## src/rtl/i2s_pkg.sv

```systemverilog
// Shared constants, channel encoding and slot helper for the I2S transmitter.
package i2s_pkg;

  localparam int DEF_SAMPLE_WIDTH = 24;
  localparam int DEF_SLOT_WIDTH   = 24;
  localparam int DEF_HALF_PERIOD  = 24;

  // Word-select level for each channel
  typedef enum logic {
    CH_LEFT  = 1'b0,
    CH_RIGHT = 1'b1
  } ch_e;

  // Number of zero bits sent after the sample LSB inside one slot
  function automatic int slot_pad(int sample_w, int slot_w);
    return slot_w - sample_w;
  endfunction

endpackage

```

## src/rtl/i2s_tx_serializer_if.sv

```systemverilog
// Sample-pair valid/ready handshake between the audio source and the transmitter.
interface i2s_tx_serializer_if #(
  parameter int SAMPLE_WIDTH = i2s_pkg::DEF_SAMPLE_WIDTH
) ();

  logic [SAMPLE_WIDTH-1:0] sample_left;
  logic [SAMPLE_WIDTH-1:0] sample_right;
  logic                    sample_valid;
  logic                    sample_ready;

  modport master (
    output sample_left, sample_right, sample_valid,
    input  sample_ready
  );

  modport slave (
    input  sample_left, sample_right, sample_valid,
    output sample_ready
  );

endinterface

```

## src/rtl/i2s_sck_gen.sv

```systemverilog
// Bit-clock generator: prescaler on clk_ref, SCK register and edge strobes.
// The strobes are high in the cycle before SCK changes, so logic clocked on
// the same edge updates together with SCK.
module i2s_sck_gen
  import i2s_pkg::*;
#(
  parameter int HALF_PERIOD = DEF_HALF_PERIOD
) (
  input  logic clk_ref,
  input  logic reset,
  input  logic enable,
  output logic sck,
  output logic rise_evt,
  output logic fall_evt
);

  localparam int            CW       = (HALF_PERIOD > 1) ? $clog2(HALF_PERIOD) : 1;
  localparam logic [CW-1:0] CNT_LAST = CW'(HALF_PERIOD - 1);

  logic [CW-1:0] cnt_q, cnt_d;
  logic          sck_q, sck_d;
  logic          tc;

  // Prescaler advance and SCK toggle at terminal count; stopping clears both
  always_comb begin
    tc       = enable && (cnt_q == CNT_LAST);
    cnt_d    = '0;
    sck_d    = 1'b0;
    if (enable) begin
      cnt_d = tc ? '0 : cnt_q + 1'b1;
      sck_d = tc ? ~sck_q : sck_q;
    end
    rise_evt = tc && !sck_q;
    fall_evt = tc && sck_q;
  end

  // Prescaler and SCK state
  always_ff @(posedge clk_ref) begin
    if (reset) begin
      cnt_q <= '0;
      sck_q <= 1'b0;
    end else begin
      cnt_q <= cnt_d;
      sck_q <= sck_d;
    end
  end

  assign sck = sck_q;

endmodule

```

## src/rtl/i2s_tx_serializer.sv

```systemverilog
// Stereo I2S transmitter: one-deep holding register behind a valid/ready
// handshake, a frame-wide shifter and the frame position counter p.
// WS, SD and p all change on the clk_ref edge where SCK falls.
module i2s_tx_serializer
  import i2s_pkg::*;
#(
  parameter int SAMPLE_WIDTH = DEF_SAMPLE_WIDTH,
  parameter int SLOT_WIDTH   = DEF_SLOT_WIDTH,
  parameter int HALF_PERIOD  = DEF_HALF_PERIOD
) (
  input  logic                clk_ref,
  input  logic                reset,
  input  logic                enable,
  i2s_tx_serializer_if.slave  smp,
  output logic                i2s_sck,
  output logic                i2s_ws,
  output logic                i2s_sd,
  output logic                frame_start,
  output logic                underrun
);

  localparam int            FW      = 2 * SLOT_WIDTH;
  localparam int            PW      = $clog2(FW);
  localparam int            PAD     = slot_pad(SAMPLE_WIDTH, SLOT_WIDTH);
  localparam logic [PW-1:0] P_LAST  = PW'(FW - 1);
  localparam logic [PW-1:0] P_RIGHT = PW'(SLOT_WIDTH);
  localparam logic [PW-1:0] P_LOAD  = PW'(1);

  logic                    fall_evt;
  logic                    rise_unused;

  logic [PW-1:0]           p_q, p_d;
  ch_e                     ws_q, ws_d;
  logic [FW-1:0]           sh_q, sh_d;
  logic                    fs_q, fs_d;
  logic                    ur_q, ur_d;
  logic                    hold_full_q, hold_full_d;
  logic [SAMPLE_WIDTH-1:0] hold_l_q, hold_l_d;
  logic [SAMPLE_WIDTH-1:0] hold_r_q, hold_r_d;
  logic                    ready_q, ready_d;
  logic [SLOT_WIDTH-1:0]   slot_l, slot_r;
  logic                    accept, load;

  i2s_sck_gen #(.HALF_PERIOD(HALF_PERIOD)) u_sck_gen (
    .clk_ref  (clk_ref),
    .reset    (reset),
    .enable   (enable),
    .sck      (i2s_sck),
    .rise_evt (rise_unused),
    .fall_evt (fall_evt)
  );

  // Samples left-justified in their slots, zero padded below the LSB
  assign slot_l = SLOT_WIDTH'(hold_l_q) << PAD;
  assign slot_r = SLOT_WIDTH'(hold_r_q) << PAD;

  // Frame sequencing on falling SCK plus the holding-register handshake
  always_comb begin
    p_d         = p_q;
    ws_d        = ws_q;
    sh_d        = sh_q;
    fs_d        = 1'b0;
    ur_d        = 1'b0;
    load        = 1'b0;
    hold_full_d = hold_full_q;
    hold_l_d    = hold_l_q;
    hold_r_d    = hold_r_q;
    accept      = smp.sample_valid && ready_q;

    if (!enable) begin
      p_d  = P_LAST;
      ws_d = CH_LEFT;
      sh_d = '0;
    end else if (fall_evt) begin
      p_d  = (p_q == P_LAST) ? '0 : p_q + 1'b1;
      ws_d = (p_d >= P_RIGHT) ? CH_RIGHT : CH_LEFT;
      // Entering p = 1 starts a frame: one bit of I2S delay after WS
      if (p_d == P_LOAD) begin
        load = 1'b1;
        fs_d = 1'b1;
        if (hold_full_q) begin
          sh_d = {slot_l, slot_r};
        end else begin
          sh_d = '0;
          ur_d = 1'b1;
        end
      end else begin
        sh_d = sh_q << 1;
      end
    end

    // ready is low whenever the holding register is full, so an accept
    // can never coincide with a load that drains it
    if (accept) begin
      hold_full_d = 1'b1;
      hold_l_d    = smp.sample_left;
      hold_r_d    = smp.sample_right;
    end else if (load && hold_full_q) begin
      hold_full_d = 1'b0;
    end
    ready_d = !hold_full_d;
  end

  // Serializer state; reset aborts the frame and drops any held sample
  always_ff @(posedge clk_ref) begin
    if (reset) begin
      p_q         <= P_LAST;
      ws_q        <= CH_LEFT;
      sh_q        <= '0;
      fs_q        <= 1'b0;
      ur_q        <= 1'b0;
      hold_full_q <= 1'b0;
      hold_l_q    <= '0;
      hold_r_q    <= '0;
      ready_q     <= 1'b0;
    end else begin
      p_q         <= p_d;
      ws_q        <= ws_d;
      sh_q        <= sh_d;
      fs_q        <= fs_d;
      ur_q        <= ur_d;
      hold_full_q <= hold_full_d;
      hold_l_q    <= hold_l_d;
      hold_r_q    <= hold_r_d;
      ready_q     <= ready_d;
    end
  end

  assign i2s_ws           = ws_q;
  assign i2s_sd           = sh_q[FW-1];
  assign frame_start      = fs_q;
  assign underrun         = ur_q;
  assign smp.sample_ready = ready_q;

endmodule
```

## src/flat_wrapper.sv

```systemverilog
// flat-port wrapper written by rule: the top's interface ports become plain ports
module i2s_tx_serializer_flat import i2s_pkg::*;
#(
  parameter int SAMPLE_WIDTH = DEF_SAMPLE_WIDTH,
  parameter int SLOT_WIDTH   = DEF_SLOT_WIDTH,
  parameter int HALF_PERIOD  = DEF_HALF_PERIOD
)
  (clk_ref, reset, enable, i2s_sck, i2s_ws, i2s_sd, frame_start, underrun, smp_sample_left, smp_sample_right, smp_sample_valid, smp_sample_ready);
  i2s_tx_serializer_if #(.SAMPLE_WIDTH(SAMPLE_WIDTH)) smp_i ();
  input  logic clk_ref;
  input  logic reset;
  input  logic enable;
  output logic i2s_sck;
  output logic i2s_ws;
  output logic i2s_sd;
  output logic frame_start;
  output logic underrun;
  input wire logic [$bits(smp_i.sample_left)-1:0] smp_sample_left;
  input wire logic [$bits(smp_i.sample_right)-1:0] smp_sample_right;
  input wire logic [$bits(smp_i.sample_valid)-1:0] smp_sample_valid;
  output wire logic [$bits(smp_i.sample_ready)-1:0] smp_sample_ready;
  assign smp_i.sample_left = smp_sample_left;
  assign smp_i.sample_right = smp_sample_right;
  assign smp_i.sample_valid = smp_sample_valid;
  assign smp_sample_ready = smp_i.sample_ready;
  i2s_tx_serializer #(.SAMPLE_WIDTH(SAMPLE_WIDTH), .SLOT_WIDTH(SLOT_WIDTH), .HALF_PERIOD(HALF_PERIOD)) u_core (.clk_ref(clk_ref), .reset(reset), .enable(enable), .smp(smp_i), .i2s_sck(i2s_sck), .i2s_ws(i2s_ws), .i2s_sd(i2s_sd), .frame_start(frame_start), .underrun(underrun));
endmodule
```

## config.mk

```make
export PLATFORM = sky130hd
export DESIGN_NAME = i2s_tx_serializer_flat
export DESIGN_NICKNAME = d
export VERILOG_FILES = /design/src/rtl/i2s_pkg.sv /design/src/rtl/i2s_tx_serializer_if.sv /design/src/rtl/i2s_sck_gen.sv /design/src/rtl/i2s_tx_serializer.sv /design/src/flat_wrapper.sv
export SDC_FILE = /design/constraint.sdc
export NUM_CORES = 1
export LEC_CHECK = 0
export CORE_UTILIZATION = 55
export DETAILED_ROUTE_END_ITERATION = 16
export GPL_ROUTABILITY_DRIVEN = 0
export MAX_ROUTING_LAYER = met4
export PLACE_DENSITY = 0.79
export SETUP_SLACK_MARGIN = 0.1
export SLEW_MARGIN = 20
export SYNTH_ARGS = -nofsm -noshare
export SYNTH_HDL_FRONTEND = slang
export SYNTH_SLANG_ARGS = --single-unit
```

## constraint.sdc

```tcl
create_clock -name clk_ref -period 2 [get_ports clk_ref]
set_input_delay 0.2 -clock clk_ref [delete_from_list [all_inputs] [get_ports clk_ref]]
set_output_delay 0.2 -clock clk_ref [all_outputs]
set_load 0.005 [all_outputs]
```

Word-level counts from Yosys, hierarchy flattened
Index checks and enable logic that the tools add are counted.
- bits in registers: 113
- bits of input ports: 52
- output and inout bits: 6
- logic and storage cells: 39
- add/sub/neg operators: 2
- order comparisons: 1
- equality and inequality tests: 3
- mux-type cells: 10
- bitwise logic cells: 4
- reduce and logical (&&, ||, !) cells: 8
- operators with widths (cell ; count):
    48-bit 2-to-1 mux ; 2
    1-bit 2-to-1 mux ; 7
    6-bit by 1-bit adder with 6-bit output, second input constant ; 1
    6-bit by 1-bit equality test with 1-bit output, second input constant ; 1
    6-bit equality test, second input constant ; 1
    6-bit by 5-bit >= comparator with 1-bit output, second input constant ; 1
    6-bit 2-to-1 mux ; 1
    5-bit by 1-bit adder with 5-bit output, second input constant ; 1
    5-bit equality test, second input constant ; 1
    1-bit logical AND ; 4
    1-bit NOT ; 4
    4-bit OR reduction ; 1
    3-bit OR reduction ; 1
    2-bit OR reduction ; 1
    1-bit zero test ; 1

Depth between registers and ports, before layout
- depth after elaboration: 10
- mapped depth: 9
- gate-level depth less buffers: 6

Cells and area by module
A second synthesis with hierarchy kept.
- cells, all modules: 575
- area, all modules: 4569.4 um2
- modules (own cells, without submodules) (module ; instances ; cells an instance ; area each (um2) ; seq. area each (um2)):
    i2s_tx_serializer ; 1 ; 549 ; 4310.4 ; 2142.1
    i2s_sck_gen ; 1 ; 26 ; 259.0 ; 120.1

Worst setup path after synthesis
No wires, ideal clock.
- kind: reg-to-reg
- start point: register u_core.u_sck_gen.cnt_q[0]
- end point: register u_core.sh_q[25]
- setup time: 79 ps
- data arrival time: 1705 ps
- data required time: 1921 ps
- slack: 216 ps
- cell stages (with the launch flop): 10
- buffers on the path: 3
- period minus slack after synthesis: 1784 ps
- path through: dfxtp_1 ha_1 and3_1 and3_1 buf_2 nor2_1 buf_4 clkbuf_1 nand2_1 o211ai_1
- cells in the longest elaborated chain, start to end: 3
- ends and longest elaborated chain (item ; RTL line ; source):
    from (decl) ; i2s_sck_gen.sv:20 ; logic [CW-1:0] cnt_q, cnt_d;
    from (signal assigned) ; i2s_sck_gen.sv:43 ; cnt_q <= cnt_d;
    5-bit equality test ; i2s_sck_gen.sv:26 ; tc = enable && (cnt_q == CNT_LAST);
    1-bit logical AND ; i2s_sck_gen.sv:26 ;
    1-bit logical AND ; i2s_sck_gen.sv:34 ; fall_evt = tc && sck_q;
    to (signal assigned) ; i2s_tx_serializer.sv:109 ; sh_q <= '0;
    to (signal assigned) ; i2s_tx_serializer.sv:119 ; sh_q <= sh_d;
    to (decl) ; i2s_tx_serializer.sv:34 ; logic [FW-1:0] sh_q, sh_d;
Every way passes these cells.
A chain may end at the register's enable or synchronous reset.

Final worst setup path
- start point: register u_core.p_q[3]
- end point: register u_core.sh_q[27]
- cells in the longest elaborated chain, start to end: 4
- elaborated cells between the ends (all ways): 5
- classes of those cells: 1 x add/sub; 2 x eq/ne; 2 x mux
- ends and longest elaborated chain (item ; RTL line ; source):
    from (decl) ; i2s_tx_serializer.sv:32 ; logic [PW-1:0] p_q, p_d;
    from (signal assigned) ; i2s_tx_serializer.sv:117 ; p_q <= p_d;
    6-bit by 1-bit adder with 6-bit output / 6-bit equality test (equally long branches) ; i2s_tx_serializer.sv:75 ; p_d = (p_q == P_LAST) ? '0 : p_q + 1'b1;
    6-bit 2-to-1 mux * ; i2s_tx_serializer.sv:75 ;
    6-bit by 1-bit equality test with 1-bit output * ; i2s_tx_serializer.sv:78 ; if (p_d == P_LOAD) begin
    48-bit 2-to-1 mux * ; i2s_tx_serializer.sv:78 ;
Every way passes the cells marked *; elsewhere a longest branch is shown, timed or not.

==> reports/metrics.yaml <==
worst_setup_path:
  endpoint_kind: "register"
  max_stage_delay_ns: 0.45
  cp_num_buf_inv: 2
  r2r_end: "u_core.sh_q[27]$_SDFFE_PP0N_"
  crit_type: "register to register"
  cp_num_cells: 7
  start_kind: "register"
  r2r_cells: 7
  cpMaxStageDelayCell: "dfxtp_2"
  required_ns: 2.39
  rr_startpoint: "u_core.p_q[3]$_SDFFE_PP1N_"
  cp_max_fo: 14
  worst-endpoint-arrival_ns: 2.25
  ff2ff_setup_slack_ns: 0.14
  cp_top_family: "flip-flops"
  crit_chain: "nor3b_2, mux2_4, o221ai_4, buf_12, clkbuf_16, nand3_1, o211ai_1"
place:
  dp_slack_ns: -0.204
  dp_cells: 712
  hpwl_um: 6050
  dpl-instance-area_um2: 5320
  portBuffers: 57
die:
  start_util: 0.566
  die_w_um: 93.9
  fp.dieArea_um2: 8820
  core_um2: 8220
  rows: 33
  die_y_um: 93.9
  ios: 58
yosys:
  yosysSeqAreaShare: 0.487
  synth-compound-area-share: 0.159
  dominantRegCellSynth: "dfxtp_1"
  synthMuxAreaShare: 0.00323
  synth-adder-area-share: 0.00808
  synth-xor-area-share: 0.00942
  synth_edf_count: 0
  synthesis.nets: 641
  synthArstFlopShare: 0
  ys_types: 34
  synth_top_family_by_area: "simple AND/OR/NAND/NOR gates"
  synth_area_um2: 4650
  synth-warning-count: 0
  postSynthAreaPerCell_um2: 7.93
  synth_seq_cells: 113
  synthSimpleGateAreaFrac: 0.277
  synthCells: 586
sta:
  fin_crit_ns: 1.86
  grt_setup_unrepaired: "yes"
  setup_viol: 0
  hold_viol: 0
  slew_headroom: 0.556
  holdWs_ns: 0.221
  final.setup.tns_ns: 0
  finalClockSkew_ns: 0.00575
  min_period_over_period: 0.931
  fmax_ghz: 0.537
  slew_violations: 0
  worstMarginPinSlew_ns: 0.666
  final.setup.worst_slack_ns: 0.137
layout:
  fin_util: 0.744
  final_cells: 753
  final_area_um2: 6110
  n_antenna_cell: 0
  nets: 690
  layout-drive-gt1-share: 0.122
  area_growth_pct: 31.5
global_routing:
  grt_pass1_vias: 4011
  grt_pass1_wl_um: 18700
  grtUsageTotal: 0.280
  grt-ovfl-total: 0
  grt_max_degree: 52
  antenna_found_initial: 0
min_path:
  hp-class: "input port to register"
  min_path_cells: 3
  holdPathEnd: "u_core.hold_r_q[8]$_SDFFE_PP0P_"
  holdCritStartpoint: "smp_sample_right[8]"
clock_tree:
  insertion_delay_ns: 0.52
  postCtsHoldBufs: 0
  h-tree-depth: 4
  cts_tree: "done"
  clk_path_buf_depth: 2
  path_clk_slew_ns: 0.06
  clock_sinks: 113
  cts_made_buffers: 17
  cts_root_buf: "clkbuf_8"
flow_run:
  cap_violations: 0
route:
  drc: 0
  routed_wirelength_um: 12000
  drtIter0Drc: 360
  routedWlPerCell_um: 15.9
  dr.pass1.iters: 7
  via_count: 4462
  ant_nets: 0
  routed_via_density: 5.93
pwr:
  design_power_total_mw: 5.65
  power_leakage_nw: 2.10
  powerDensity_nw_per_um2: 924
  ir_drop_uv: 590
run_status:
  outcome: "completed"
==> cells in the mapped netlist (all sizes together), types with 3 or more instances <==
library cell	count	share of area
nand2	156	0.13
dfxtp	113	0.49
nand3	103	0.11
a21oi	55	0.059
o211ai	48	0.078
clkbuf	30	0.024
buf	24	0.029
nor2	10	0.0081
o21ai	6	0.0065
and3	4	0.0065
inv	4	0.0032
nor3	4	0.0043
and2	3	0.0040
ha	3	0.0081
nor2b	3	0.0040
xor2	3	0.0057
==> where the power goes <==
| part | switching [mW] | internal (mW) |
|---|---|---|
| combinational | 0.154 | 0.146 |
| clock | 1.03 | 1.98 |
| sequential | 0.0303 | 2.30 |
==> layout by cell type (no fill, tap or decap), drive strengths merged, types with 2 or more instances in the layout <==
cell	netlist	final
a21oi	55	55
and2	3	3
and3	4	4
buf	24	23
bufinv	0	3
clkbuf	30	23
clkdlybuf4s50	0	56
clkinv	0	6
clkinvlp	0	2
dfxtp	113	113
ha	3	3
inv	4	4
nand2	156	156
nand2b	2	2
nand3	103	103
nor2	10	12
nor2b	3	3
nor3	4	4
nor3b	2	2
o211ai	48	48
o21ai	6	6
o221ai	2	3
or3	2	2
xnor2	2	2
xor2	3	3
==> state kept, by name, summed over array words and instances (netlist names), 5 cells and up <==
signal	flops
u_core.p_q	6
u_core.u_sck_gen.cnt_q	5
u_core.hold_r_q	24
u_core.sh_q	48
u_core.hold_l_q	24
==> cell type report <==
type	instances	area, um^2
Fill cell	572	2110
Tap cell	105	131
Timing Repair Buffer	81	892
Clock buffer	21	459
Clock inverter	11	135
Multi-Input combinational cell	418	2210
Inverter	4	15.0
Sequential cell	113	2270
==> cell families (layout without fill, tap and decap cells) <==
kind of cell	count (synthesis)	count (layout)
buf+inv	58	117
flops	113	113
compound gates	115	116
mux	1	1
xor+xnor	5	5
simple gates	291	293
fa+ha+maj	3	3
==> worst min-delay path, stage by stage <==
cell and delay [ns]:
clkdlybuf4s50_1 0.39, nand2_1 0.05, a21oi_1 0.05
==> worst max path at each step <==
| stage | end | start |
|---|---|---|
| 6_report | u_core.sh_q[27]$_SDFFE_PP0N_ | u_core.p_q[3]$_SDFFE_PP1N_ |
| 5_1_grt | u_core.sh_q[27]$_SDFFE_PP0N_ | u_core.p_q[3]$_SDFFE_PP1N_ |
| 4_1_cts | u_core.p_q[4]$_SDFFE_PP0N_ | u_core.u_sck_gen.cnt_q[0]$_SDFF_PP0_ |
| 3_5_place_dp | u_core.sh_q[31]$_SDFFE_PP0N_ | enable |
| 3_3_place_gp | u_core.sh_q[10]$_SDFFE_PP0N_ | enable |
| 2_1_floorplan | u_core.sh_q[25]$_SDFFE_PP0N_ | u_core.u_sck_gen.cnt_q[0]$_SDFF_PP0_ |
==> timing repair <==
action                     4_1_cts  5_1_grt
pin swaps                        2        2
gates cloned                     2        4
setup buffers                    1        2
setup endpoints to repair       48       51
gates resized for setup          7        9
==> per-layer routing <==
metal | routed length [um] | global-route usage | vias up
li1 | - | - | 2132
met1 | 4830 | 0.326 | 2092
met2 | 6020 | 0.463 | 209
met3 | 864 | 0.0728 | 29
met4 | 261 | 0.105 | 0
met5 | 0 | - | -
No activity file was read; power rests on OpenSTA's default activity.
